<file path="config.mk">
export PLATFORM = sky130hd
export DESIGN_NAME = uart_tx_fifo
export DESIGN_NICKNAME = d
export VERILOG_FILES = /design/src/rtl/uart_tx_fifo.sv
export SDC_FILE = /design/constraint.sdc
export NUM_CORES = 1
export LEC_CHECK = 0
export CAP_MARGIN = 15
export CORE_ASPECT_RATIO = 1.2
export CORE_UTILIZATION = 45
export CTS_BUF_LIST = sky130_fd_sc_hd__clkbuf_4 sky130_fd_sc_hd__clkbuf_8 sky130_fd_sc_hd__clkbuf_16
export CTS_CLUSTER_DIAMETER = 150
export CTS_CLUSTER_SIZE = 24
export DETAILED_ROUTE_END_ITERATION = 10
export PLACE_DENSITY = 0.73
export SYNTH_ARGS = -nofsm -noshare
export SYNTH_HDL_FRONTEND = slang
export SYNTH_SLANG_ARGS = --single-unit
export TNS_END_PERCENT = 30
</file>
<file path="constraint.sdc">
create_clock -name clk -period 3.1 [get_ports clk]
set_clock_uncertainty 0.05 [all_clocks]
set_input_delay 0.465 -clock clk [delete_from_list [all_inputs] [get_ports clk]]
set_output_delay 0.465 -clock clk [all_outputs]
set_load 0.02 [all_outputs]
</file>
<file path="src/rtl/uart_tx_fifo.sv">
// Transmit byte FIFO feeding the UART transmitter: show-ahead head byte,
// fill status, and a sticky overflow flag for the status register.
module uart_tx_fifo #(
  parameter int DEPTH_LOG2 = 4
) (
  input  logic                  clk,
  input  logic                  rst,
  input  logic                  flush,
  input  logic [7:0]            wr_data,
  input  logic                  wr_en,
  output logic                  full,
  output logic                  empty,
  output logic [DEPTH_LOG2:0]   count,
  output logic                  overflow,
  input  logic                  clr_overflow,
  output logic [7:0]            tx_data,
  output logic                  tx_data_valid,
  input  logic                  tx_data_ready
);

  localparam int DEPTH = 1 << DEPTH_LOG2;
  localparam logic [DEPTH_LOG2:0] DEPTH_CNT = (DEPTH_LOG2 + 1)'(DEPTH);

  logic [7:0]            mem [DEPTH];
  logic [DEPTH_LOG2-1:0] wr_ptr;
  logic [DEPTH_LOG2-1:0] rd_ptr;
  logic                  push;
  logic                  pop;
  logic                  drop;

  assign empty = (count == '0);
  assign full  = (count == DEPTH_CNT);

  // Handshake: a byte transfers in every cycle tx_data_valid is high. Valid is
  // gated by ready because the transmitter latches whenever idle and sees
  // valid, so valid must never be asserted while ready is low.
  assign tx_data_valid = !empty && tx_data_ready && !flush;
  assign tx_data       = mem[rd_ptr];

  assign pop  = tx_data_valid;
  assign push = wr_en && !full && !flush;
  // A full FIFO drops the write even if a pop frees a slot this cycle.
  assign drop = wr_en && full && !flush;

  always_ff @(posedge clk or posedge rst) begin
    if (rst) begin
      wr_ptr <= '0;
      rd_ptr <= '0;
      count  <= '0;
    end else if (flush) begin
      wr_ptr <= '0;
      rd_ptr <= '0;
      count  <= '0;
    end else begin
      if (push) wr_ptr <= wr_ptr + 1'b1;
      if (pop)  rd_ptr <= rd_ptr + 1'b1;
      case ({push, pop})
        2'b10:   count <= count + 1'b1;
        2'b01:   count <= count - 1'b1;
        default: count <= count;
      endcase
    end
  end

  // Set wins over clear; flush leaves the flag alone.
  always_ff @(posedge clk or posedge rst) begin
    if (rst)               overflow <= 1'b0;
    else if (drop)         overflow <= 1'b1;
    else if (clr_overflow) overflow <= 1'b0;
  end

  always_ff @(posedge clk) begin
    if (push) mem[wr_ptr] <= wr_data;
  end

endmodule

</file>
After elaboration in Yosys (flattened, before gate mapping)
Memory sizes are Yosys's and may differ from the RTL's.
Cells that the tools add are included.
{"block": "classes", "muxes": 10, "eq_ne": 3, "reduce_logical": 14, "addsub": 4}
{"operator": "two-way mux 4 bit", "count": 4}
{"operator": "case mux 5 bit (2 select lines)", "count": 1}
{"operator": "adder 4 x 1 -> 4 bit (second input constant)", "count": 2}
{"operator": "logical AND 1 bit", "count": 6}
{"operator": "nonzero test 2 bit", "count": 3}
{"operator": "adder 5 x 1 -> 5 bit (second input constant)", "count": 1}
{"operator": "== test 5 bit (second input constant)", "count": 1}
{"operator": "logical NOT 5 bit", "count": 1}
{"operator": "two-way mux 5 bit", "count": 1}
{"operator": "subtractor 5 x 1 -> 5 bit (second input constant)", "count": 1}
{"operator": "two-way mux 1 bit", "count": 4}
{"operator": "logical NOT 1 bit", "count": 3}
{"operator": "nonzero test 3 bit", "count": 1}
{"operator": "== test 2 x 1 -> 1 bit (second input constant)", "count": 1}
{"operator": "== test 2 bit (second input constant)", "count": 1}
{"block": "totals", "n_memories": 1, "inputBits": 14, "register_bits": 14, "mem_bits_rw": 128, "out_inout_bits": 17}
{"memory": "mem", "words": 16, "width": 8, "read_ports": 1, "rd_clocked_by_memory_dff": 0, "write_ports": 1, "line_no": "24", "source": "logic [7:0] mem [DEPTH];"}

Longest topological paths before layout
{"block": "logic_depth", "ltp_word": 7, "depth_mapped": 11}

Worst setup path before layout
OpenSTA, ideal clock, no wires.
{"block": "synth_timing", "kind": "register -> register", "from": "register count[3]", "to": "register count[4]", "path_slack_ps": 66, "period_less_slack_ps": 3034, "t_arrival_ps": 2907, "stages_incl_launch_ff": 12, "n_path_buf": 0, "cell_sequence": "dfrtp_1 > or4_4 > o21ai_1 > nor2_1 > o21ai_0 > inv_1 > ha_1 > nand2b_1 > a21oi_1 > or3_1 > a21o_1 > a21oi_1"}
{"block": "synth_between", "elab_chain_cells": 7, "elab_cells_between_ends": 15, "classes_between": "add/sub (2); eq/ne (3); mux (2); reduce/logical (8)"}
{"element": "start, declared", "line_no": "13", "source": "output logic [DEPTH_LOG2:0] count,"}
{"element": "start signal, assigned", "line_no": "58", "source": "2'b10: count <= count + 1'b1;"}
{"element": "start signal, assigned", "line_no": "59", "source": "2'b01: count <= count - 1'b1;"}
{"element": "start signal, assigned", "line_no": "60", "source": "default: count <= count;"}
{"element": "logical NOT 5 bit *", "line_no": "31", "source": "assign empty = (count == '0);"}
{"element": "logical NOT 1 bit *", "line_no": "37", "source": "assign tx_data_valid = !empty && tx_data_ready && !flush;"}
{"element": "logical AND 1 bit * (2 in a row)", "line_no": "37"}
{"element": "named net tx_data_valid", "line_no": "17", "source": "output logic tx_data_valid,"}
{"element": "== test 2 x 1 -> 1 bit or == test 2 bit (tied branches)", "line_no": "57", "source": "case ({push, pop})"}
{"element": "case mux 5 bit (2 select lines)", "line_no": "57"}
{"element": "two-way mux 5 bit", "line_no": "50", "source": "end else if (flush) begin"}
The timed path passes the listed nets; every way through them passes the cells marked *.
A chain may end at the register's enable or synchronous reset.

Final worst setup path
{"block": "layout_timing", "from": "register rd_ptr[0]", "to": "output port tx_data[5]"}
{"block": "layout_between", "elab_chain_cells": 1}
{"element": "start, declared", "line_no": "26", "source": "logic [DEPTH_LOG2-1:0] rd_ptr;"}
{"element": "start signal, assigned", "line_no": "56", "source": "if (pop) rd_ptr <= rd_ptr + 1'b1;"}
{"element": "memory read (16 x 8 bit)"}
{"element": "end, declared", "line_no": "16", "source": "output logic [7:0] tx_data,"}
No other way between the ends.

==> results_dict.tcl <==
set metrics [dict create \
    die_height_microns 126 \
    place_inst 504 \
    switchingPower_mw 1.33 \
    critPathSlowestCell "mux4_2" \
    pwr-share-comb_pct 19.3 \
    cap_violations 0 \
    cp_max_fo 19 \
    seq_area_sq_um 4200 \
    grt_pass1_vias 3226 \
    cp-start-kind "flop" \
    portBuffers 30 \
    synth.area.top_cells "edfxtp_1, mux4_2, dfrtp_1, nor2_1, ha_1" \
    intPower_mw 4.26 \
    slew_headroom_pct 53.9 \
    die_area_sq_um 13300 \
    grtUsageTotal_pct 19.2 \
    seq_power_share_pct 39.6 \
    worstMarginPinSlew_ns 0.692 \
    clock-sinks 142 \
    num-nets-final 382 \
    worst_path_largest_cell_delay_ns 0.54 \
    hold_viol 0 \
    nFillCells 971 \
    tns_ns 0 \
    antenna_cells 0 \
    post_dp_cell_area_sq_um 6480 \
    yosys_warnings 0 \
    p_clk_share_pct 41.0 \
    hp-class "in2async" \
    muxShareOfSynthArea_pct 16.2 \
    worst_r2r_path_depth 11 \
    swShare_pct 23.8 \
    num_vias 2965 \
    antenna_found_initial 0 \
    avgSynthCellArea_sq_um 19.4 \
    wl_microns 11500 \
    yosys.area_share.simple_pct 4.30 \
    cts.clk_slew.worst_paths_ns 0.06 \
    netlist.area_leader.share_pct 66.3 \
    reg2reg_to "count[4]$_DFFE_PP0P_" \
    syn_inst 298 \
    vias_per_cell 5.53 \
    synthesis.nets 321 \
    status "complete, no violations" \
    ios 31 \
    postLayoutCellArea_sq_um 7160 \
    yosysUniqueCellTypes 31 \
    synth_xor_area_share_pct 1.21 \
    rsz0062_at_grt "no" \
    synth_compound_area_share_pct 1.99 \
    crit_type "reg2out" \
    path_common_cell "mux4_2" \
    maxClockFrequency_mhz 333 \
    cts_tree "done" \
    multiInputGateArea_sq_um 1530 \
    crit_arrival_ns 2.49 \
    r2r_start "count[0]$_DFFE_PP0P_" \
    finalCriticalPeriod_ns 3.01 \
    clock-root-buffer "clkbuf_16" \
    drc 0 \
    overflow 0 \
    yosysSeqAreaShare_pct 72.4 \
    initial_core_util_pct 45.9 \
    mappedNetlistArea_sq_um 5790 \
    dieWidth_microns 106 \
    antenna_left 0 \
    stdcell_count 536 \
    yosysTopAreaCell "edfxtp_1" \
    worstPathRequired_ns 2.58 \
    hpwlAfterDp_microns 7300 \
    area_growth_pct 23.5 \
    drtIter0Drc 176 \
    ir_drop_v 0.000530 \
    ff2ff_setup_slack_ns 0.26 \
    p_leak_nw 2.40 \
    p_per_area_nw_per_um2 780 \
    grt_pass1_wl_microns 18200 \
    crit_chain "buf_12 > mux4_2 > mux4_2 > dlygate4sd2_1" \
    synth-seq-cells 142 \
    setup_viol 0 \
    synth_fa_ha_area_share_pct 2.07 \
    cts_max_level 4 \
    period_share_pct 97.0 \
    drv_slew 0 \
    grt_max_degree 33 \
    clk_latency_ns 0.41 \
    dp_worst_setup_slack_ns 0.0978 \
    clockBufferDepth 2 \
    row_count 45 \
    dr.pass1.iters 4 \
    core_area_sq_um 12600 \
    cts_buffers 17 \
    setup_ws_ns 0.0929 \
    place_congestion 0.763 \
    drive_gt1_share_pct 29.0 \
    wl_per_cell_microns 21.5 \
    synth_top_family_by_area "multiplexers" \
    end_kind "primary output" \
]
## worst max-delay path, delay by kind of cell, from the launching register on
family	cells	cell delay (ns)
buffers and inverters	2	0.56
flip-flops	1	0.45
multiplexers	2	1.05
## layer usage
metal / vias up / share of wire (%) / track usage (%)
met2: 74 / 53 / 32.6
met1: 1561 / 40 / 23.5
met4: 0 / 2.4 / 7.76
met3: 16 / 4.6 / 4.93
met5: - / 0 / 0
li1: 1314 / - / -
## worst max path at each step
stage,start,to,slack [ns],cells past startpoint
global placement,tx_data_ready,count[4]$_DFFE_PP0P_,0.23,10
detailed placement,tx_data_ready,count[4]$_DFFE_PP0P_,0.1,10
finish,rd_ptr[0]$_DFFE_PP0P_,tx_data[5],0.09,4
floorplan,count[3]$_DFFE_PP0P_,count[4]$_DFFE_PP0P_,0.07,11
global route,rd_ptr[0]$_DFFE_PP0P_,tx_data[5],0.02,4
CTS,rd_ptr[0]$_DFFE_PP0P_,tx_data[5],0.06,4
## metrics by stage
stage / utilization, % / hold slack (ns) / power (mW)
2_1_floorplan: - / 0.304 / 2.98
3_5_place_dp: 51.4 / 0.476 / 3.36
5_1_grt: 56.7 / 0.411 / 5.79
6_report: 56.7 / 0.358 / 5.58
4_1_cts: 56.7 / 0.356 / 5.62
3_3_place_gp: 51.4 / 0.478 / 3.34
## power groups by stage
| stage | Sequential (mW) | Clock, mW | Combinational [mW] |
|---|---|---|---|
| finish | 2.21 | 2.29 | 1.08 |
| CTS | 2.21 | 2.31 | 1.10 |
| global route | 2.22 | 2.40 | 1.17 |
| floorplan | 2.26 | 0 | 0.722 |
| global placement | 2.25 | 0 | 1.09 |
| detailed placement | 2.25 | 0 | 1.11 |
## placed cells by master, fill, tap and decap left out, drive strengths merged
cell	instances
fa	1
o21ai	4
nand2	10
ha	8
clkdlybuf4s50	22
nor2	32
clkbuf	21
or3	3
a21boi	1
xnor2	5
a211oi	1
mux4	40
dfrtp	14
inv	9
nand4	1
clkinvlp	2
clkinv	4
nand2b	1
nand3	2
edfxtp	128
o221a	1
a21oi	6
or4	1
xor2	3
a21o	2
nor4	5
mux2i	4
buf	25
nand3b	1
a32oi	1
bufinv	6
dlygate4sd2	8
## cell families after synthesis
family	Yosys count
DFF	142
and+or+nand+nor	56
xor gates and xnor gates	8
adders and majority gates	9
muxes	44
AOI/OAI and AO/OA	16
buffers and inverters	23
## timing repair
action | CTS | global route
gates resized for setup | 8 | 2
endpoints found under the setup margin | 8 | 1
setup buffers | 0 | 0
hold buffers | 0 | 0
pin swaps | 0 | 0
endpoints found under the hold margin | 0 | 0
## flip-flops by register name, summed over array words and instances, names as in the netlist
name      count
count         5
rd_ptr        4
wr_ptr        4
overflow      1
mem         128
## Yosys cell counts
master    number
a211oi_2       1
a21boi_0       1
a21o_1         1
a21o_2         1
a21oi_1        6
a32oi_1        1
buf_4          3
buf_6          1
clkbuf_1       9
clkinv_1       1
dfrtp_1       14
edfxtp_1     128
fa_1           1
ha_1           8
inv_1          9
mux2i_1        4
mux4_2        40
nand2_1       10
nand2b_1       1
nand3_1        2
nand3b_1       1
nand4_1        1
nor2_1        32
nor4_1         5
o21ai_0        3
o21ai_1        1
o221a_4        1
or3_1          3
or4_4          1
xnor2_1        5
xor2_1         3
## cell type report
| cell class | count | share of cell area (%) |
|---|---|---|
| multi-input cells | 133 | 21.3 |
| flip-flops and latches | 142 | 58.6 |
| clock inverters | 11 | 2.99 |
| repair buffers | 55 | 7.20 |
| inverters | 10 | 0.524 |
| well taps | 164 | 2.87 |
| clock buffers | 21 | 6.45 |
Note: power is estimated with default switching activity, not from simulation.
